## config.mk

```make
export PLATFORM = sky130hd
export DESIGN_NAME = register_file_mp
export DESIGN_NICKNAME = d
export VERILOG_FILES = /design/src/rtl/regfile_pkg.sv /design/src/rtl/regfile_dump_seq.sv /design/src/rtl/register_file_mp.sv
export SDC_FILE = /design/constraint.sdc
export NUM_CORES = 2
export LEC_CHECK = 0
export CELL_PAD_IN_SITES_DETAIL_PLACEMENT = 0
export CELL_PAD_IN_SITES_GLOBAL_PLACEMENT = 1
export CORE_MARGIN = 2
export CORE_UTILIZATION = 48
export DETAILED_ROUTE_END_ITERATION = 8
export PLACE_DENSITY_LB_ADDON = 0.1
export SLEW_MARGIN = 20
export SYNTH_ARGS = -nofsm -noshare
export SYNTH_HDL_FRONTEND = slang
export SYNTH_SLANG_ARGS = --single-unit
```

## constraint.sdc

```tcl
create_clock -name i_clk -period 5.5 [get_ports i_clk]
set_input_delay 1.1 -clock i_clk [delete_from_list [all_inputs] [get_ports i_clk]]
set_output_delay 1.1 -clock i_clk [all_outputs]
set_load 0.02 [all_outputs]
```

## src/rtl/regfile_pkg.sv

```systemverilog
// Shared types and helpers for the multi-port register file.
// Dump sequencer states, register-count helper, read-port limit.
package regfile_pkg;

  typedef enum logic [1:0] {
    ST_IDLE,
    ST_SEND,
    ST_DONE
  } dump_state_t;

  localparam int RD_PORTS_MAX = 4;

  function automatic int nregs(input int w);
    return 1 << w;
  endfunction

endpackage

```

## src/rtl/regfile_dump_seq.sv

```systemverilog
// Debug dump sequencer: walks every register address and
// streams one word per accepted valid/ready beat.
module regfile_dump_seq
  import regfile_pkg::*;
#(
  parameter int B = 32,
  parameter int W = 5
) (
  input  logic         i_clk,
  input  logic         i_reset,
  input  logic         i_start,
  input  logic         i_ready,
  input  logic [B-1:0] i_rdata,
  output logic [W-1:0] o_addr,
  output logic         o_valid,
  output logic         o_busy,
  output logic         o_done,
  output logic [B-1:0] o_data
);

  localparam int NREGS = nregs(W);
  localparam logic [W-1:0] LAST = W'(NREGS - 1);

  dump_state_t state;

  assign o_data = i_rdata;

  always_ff @(posedge i_clk) begin
    if (i_reset) begin
      state   <= ST_IDLE;
      o_addr  <= '0;
      o_valid <= 1'b0;
      o_busy  <= 1'b0;
      o_done  <= 1'b0;
    end else begin
      unique case (state)
        ST_IDLE: begin
          o_done <= 1'b0;
          if (i_start) begin
            state   <= ST_SEND;
            o_addr  <= '0;
            o_valid <= 1'b1;
            o_busy  <= 1'b1;
          end
        end
        ST_SEND: begin
          if (i_ready) begin
            if (o_addr == LAST) begin
              // Address parks on the last word; no wrap.
              state   <= ST_DONE;
              o_valid <= 1'b0;
              o_busy  <= 1'b0;
              o_done  <= 1'b1;
            end else begin
              o_addr <= o_addr + 1'b1;
            end
          end
        end
        ST_DONE: begin
          state  <= ST_IDLE;
          o_done <= 1'b0;
        end
        default: begin
          state   <= ST_IDLE;
          o_valid <= 1'b0;
          o_busy  <= 1'b0;
          o_done  <= 1'b0;
        end
      endcase
    end
  end

endmodule

```

## src/rtl/register_file_mp.sv

```systemverilog
// Multi-port GPR file with debug write port and dump sequencer.
// Define REGFILE_BYPASS_EN to forward same-cycle writes to reads.
module register_file_mp
  import regfile_pkg::*;
#(
  parameter int B        = 32,
  parameter int W        = 5,
  parameter int NRD      = 2,
  parameter int ZERO_REG = 1
) (
  input  logic             i_clk,
  input  logic             i_reset,
  input  logic             i_reg_write_MC,
  input  logic [W-1:0]     i_write_register,
  input  logic [B-1:0]     i_write_data,
  input  logic [NRD*W-1:0] i_read_regs,
  output logic [NRD*B-1:0] o_read_data,
  input  logic             i_dbg_write,
  input  logic [W-1:0]     i_dbg_waddr,
  input  logic [B-1:0]     i_dbg_wdata,
  input  logic             i_dbg_dump_start,
  input  logic             i_dbg_ready,
  output logic             o_dbg_valid,
  output logic [W-1:0]     o_dbg_addr,
  output logic [B-1:0]     o_dbg_data,
  output logic             o_dbg_busy,
  output logic             o_dbg_done
);

  localparam int NREGS = nregs(W);
  localparam int NPORT =
    (NRD > RD_PORTS_MAX) ? RD_PORTS_MAX : NRD;

  logic [NREGS-1:0][B-1:0] regs;
  logic [B-1:0]            dump_rdata;

  function automatic logic hard_zero(
    input logic [W-1:0] a
  );
    return (ZERO_REG != 0) && (a == '0);
  endfunction

  // Pipeline write is applied last so it wins an address clash.
  always_ff @(posedge i_clk) begin
    if (i_reset) begin
      regs <= '0;
    end else begin
      if (i_dbg_write && !hard_zero(i_dbg_waddr))
        regs[i_dbg_waddr] <= i_dbg_wdata;
      if (i_reg_write_MC && !hard_zero(i_write_register))
        regs[i_write_register] <= i_write_data;
    end
  end

  genvar k;
  for (k = 0; k < NPORT; k++) begin : g_rd
    logic [W-1:0] ra;
    logic [B-1:0] rv;

    assign ra = i_read_regs[k*W +: W];

    always_comb begin
      rv = regs[ra];
`ifdef REGFILE_BYPASS_EN
      if (!i_reset) begin
        if (i_reg_write_MC && ra == i_write_register)
          rv = i_write_data;
        else if (i_dbg_write && ra == i_dbg_waddr)
          rv = i_dbg_wdata;
      end
`endif
      if (hard_zero(ra))
        rv = '0;
    end

    assign o_read_data[k*B +: B] = rv;
  end

  assign dump_rdata =
    hard_zero(o_dbg_addr) ? '0 : regs[o_dbg_addr];

  regfile_dump_seq #(
    .B (B),
    .W (W)
  ) u_dump (
    .i_clk   (i_clk),
    .i_reset (i_reset),
    .i_start (i_dbg_dump_start),
    .i_ready (i_dbg_ready),
    .i_rdata (dump_rdata),
    .o_addr  (o_dbg_addr),
    .o_valid (o_dbg_valid),
    .o_busy  (o_dbg_busy),
    .o_done  (o_dbg_done),
    .o_data  (o_dbg_data)
  );

endmodule

```

==> flow_summary.ini <==
[sta]
period_needed_ns = 5.585
slew_violations = 0
setup-violations-final = 6
fin_crit_sh_pct = 101.5
rsz0062_at_grt = false
relSlewSlack_pct = 14.78
fmaxAchievable_mhz = 179.0
worstMarginPinSlew_ns = 1.278
clock_skew_ns = 0.005227
hold_viol_final = 0
fin_ws_ns = -0.08512

[detailed_routing]
drt-total-wl_microns = 345900
dr.pass1.iters = 9
post-route-drc-count = 0
wl_per_cell_microns = 38.08
vias_per_cell = 7.682
vias = 69783
drtAntennaViolNets = 0
drt_iter0_drc = 10804

[final_layout]
syn2layout_area_growth_pct = 11.58
num-nets-final = 7157
final_area_sq_um = 78030
final_layout_size_suffix_gt1_share_pct = 21.20

[synthesis]
synth_top_area_share_pct = 29.57
synth-warning-count = 0
synth-edff-count = 0
yosysUniqueCellTypes = 54
ys_ff_latch = 1033
avgSynthCellArea_sq_um = 9.406
synth_common_cells = dfxtp_1 (1033), nor2_1 (1011), nand2_1 (867), a311oi_1 (800), mux4_2 (768)
netlist_top_cells_area = dfxtp_1 (30%), mux4_2 (25%), a311oi_1 (10%)
syn_nets = 7528
synthesis.area_sq_um = 69930
synth_top_cell_by_area = dfxtp_1
netlist_instances = 7435
synthFlopType = dfxtp_1
synth_seq_area_share_pct = 29.57
async_reset_ff_share_pct = 0
yosysMostFrequentCell = dfxtp_1

[clock_tree]
ctsLongestPathBuffers = 3
cts_root_buffer = clkbuf_16
clock-sinks = 1033
cts_buffers = 131
hold_buffers = 0
postCtsSetupBuffers = 0
htreeDepth = 4
clkLatencyLatePin_ns = 0.77
cts_resized = 0
clkTransAtPathRegs_ns = 0.06
cts_tree = built

[power]
p_sw_share_pct = 28.92
power_density_nw_per_um2 = 251.6
vdd.ir_drop.worst_v = 0.0003220
clock_power_share_pct = 46.5
p_seq_share_pct = 39.6
netSwitchingPower_mw = 5.679
power_frac_comb_pct = 13.9
p_int_mw = 13.96
power.leakage_nw = 26.62

[worst_setup_path]
cpMostUsedCell = clkdlybuf4s50_1
cp-end-kind = output port
worstPathCellList = clkdlybuf4s50_1, nor2b_4, buf_4, a22o_1, nor3_1, clkdlybuf4s50_1
cp.arrival_ns = 4.49
critical_path_class = input port to output port
critPathSlowestCell = nor2b_4
cp-start-kind = input port
crit_required_ns = 4.40
critPathMaxFanout = 18
cpPeakStageDelay_ns = 0.98

[status]
outcome = complete, but fails checks
violations = setup timing

[floorplan]
die_w_microns = 385.7
start_util_pct = 48.16
dieArea_sq_um = 148800
coreArea_sq_um = 145200
pin_count = 194
rows = 140
die_h_microns = 385.7

[run]
cap_violations = 0

[grt]
antenna_found_initial = 9
grt_first_pass_wirelength_microns = 488500
grt_pass1_vias = 65300
overflow = 0
grt_usage_pct = 45.43
grt_max_degree = 129

[min_path]
hold_path.class = flop to flop

[placement]
placed_area_sq_um = 73610
dp_hpwl_microns = 205200
place.gp.congestion = 0.9882
port_buffers = 193
pre_cts_slack_ns = 0.07582
critical path: cells and delay by family:
family | cells | cell delay (ns)
compound gates | 1 | 0.43
simple gates | 2 | 1.14
buf+inv | 3 | 1.72
cell families (layout without fill, tap and decap cells):
group | count (synthesis) | after routing | synth area share (%)
AO/OA/AOI/OAI | 1667 | 1667 | 18.12
flip-flops | 1033 | 1033 | 29.57
XOR/XNOR | 2 | 2 | 0.02505
AND/OR/NAND/NOR | 2442 | 2442 | 14.47
multiplexers | 1234 | 1234 | 31.49
other | 0 | 6 | 0
adder cells (fa/ha/maj) | 3 | 3 | 0.05368
buffers and inverters | 1054 | 780 | 6.273
layout by cell type, fill, tap and decap left out, drive strengths merged, types with 202 or more instances in the layout:
cell | netlist | layout
mux2i | 418 | 418
clkbuf | 739 | 202
a311oi | 800 | 800
a211oi | 258 | 258
mux4 | 768 | 768
buf | 311 | 416
nor2 | 1017 | 1017
o21ai | 385 | 385
nand3 | 419 | 419
dfxtp | 1033 | 1033
nand2 | 867 | 867
metrics by stage:
stage	instances	setup TNS, ns	total power, mW	utilization, %	hold WS, ns
6_report	9084	-0.2679	19.64	53.74	0.4955
5_1_grt	9079	0	19.96	53.73	0.5063
4_1_cts	9077	0	19.51	53.72	0.4937
3_5_place_dp	8847	0	10.55	50.69	0.4842
3_3_place_gp	8847	0	10.53	50.69	0.4772
2_1_floorplan	7435	0	9.398	-	0.4650
registers in the layout, summed over array words and instances, names as in the netlist:
register,cells
u_dump.o_done,1
regs,1024
u_dump.o_addr,5
u_dump.state,2
u_dump.o_valid,1
per-layer routing:
layer	global-route usage, %	up-vias	wire (microns)
met5	0	-	66
met4	34.76	10	31070
met3	12.24	1281	44740
met2	65.13	5852	145100
met1	58.29	34734	125000
li1	-	27906	-
power groups by stage:
stage          Combinational [mW]  Sequential (mW)  Clock, mW
2_1_floorplan                1.52             7.88          0
3_3_place_gp                 2.60             7.93          0
3_5_place_dp                 2.62             7.93          0
4_1_cts                      2.63             7.77       9.12
5_1_grt                      2.75             7.79       9.42
6_report                     2.72             7.78       9.14
area by class of cell:
class                           count  area [sq um]
Antenna cell                        6         15.01
Clock buffer                      201          3980
Clock inverter                     29         412.9
Fill cell                       12703         67180
Inverter                            4         16.27
Multi-Input combinational cell   5348         45370
Sequential cell                  1033         20700
Tap cell                         1917          2399
Timing Repair Buffer              546          5147
path summary, 6_finish.rpt:
| path | start | end | slack [ns] | cells after the start |
|---|---|---|---|---|
| worst max-delay path | i_read_regs[4] | o_read_data[0] | -0.09 | 6 |
| worst min-delay path | regs[6] | regs[6] | 0.50 | 1 |
| worst max register to register | u_dump.o_addr[1] | u_dump.o_addr[4] | 3.14 | 9 |
| worst min register to register | regs[6] | regs[6] | 0.50 | 1 |
No activity file was read; power rests on OpenSTA's default activity.
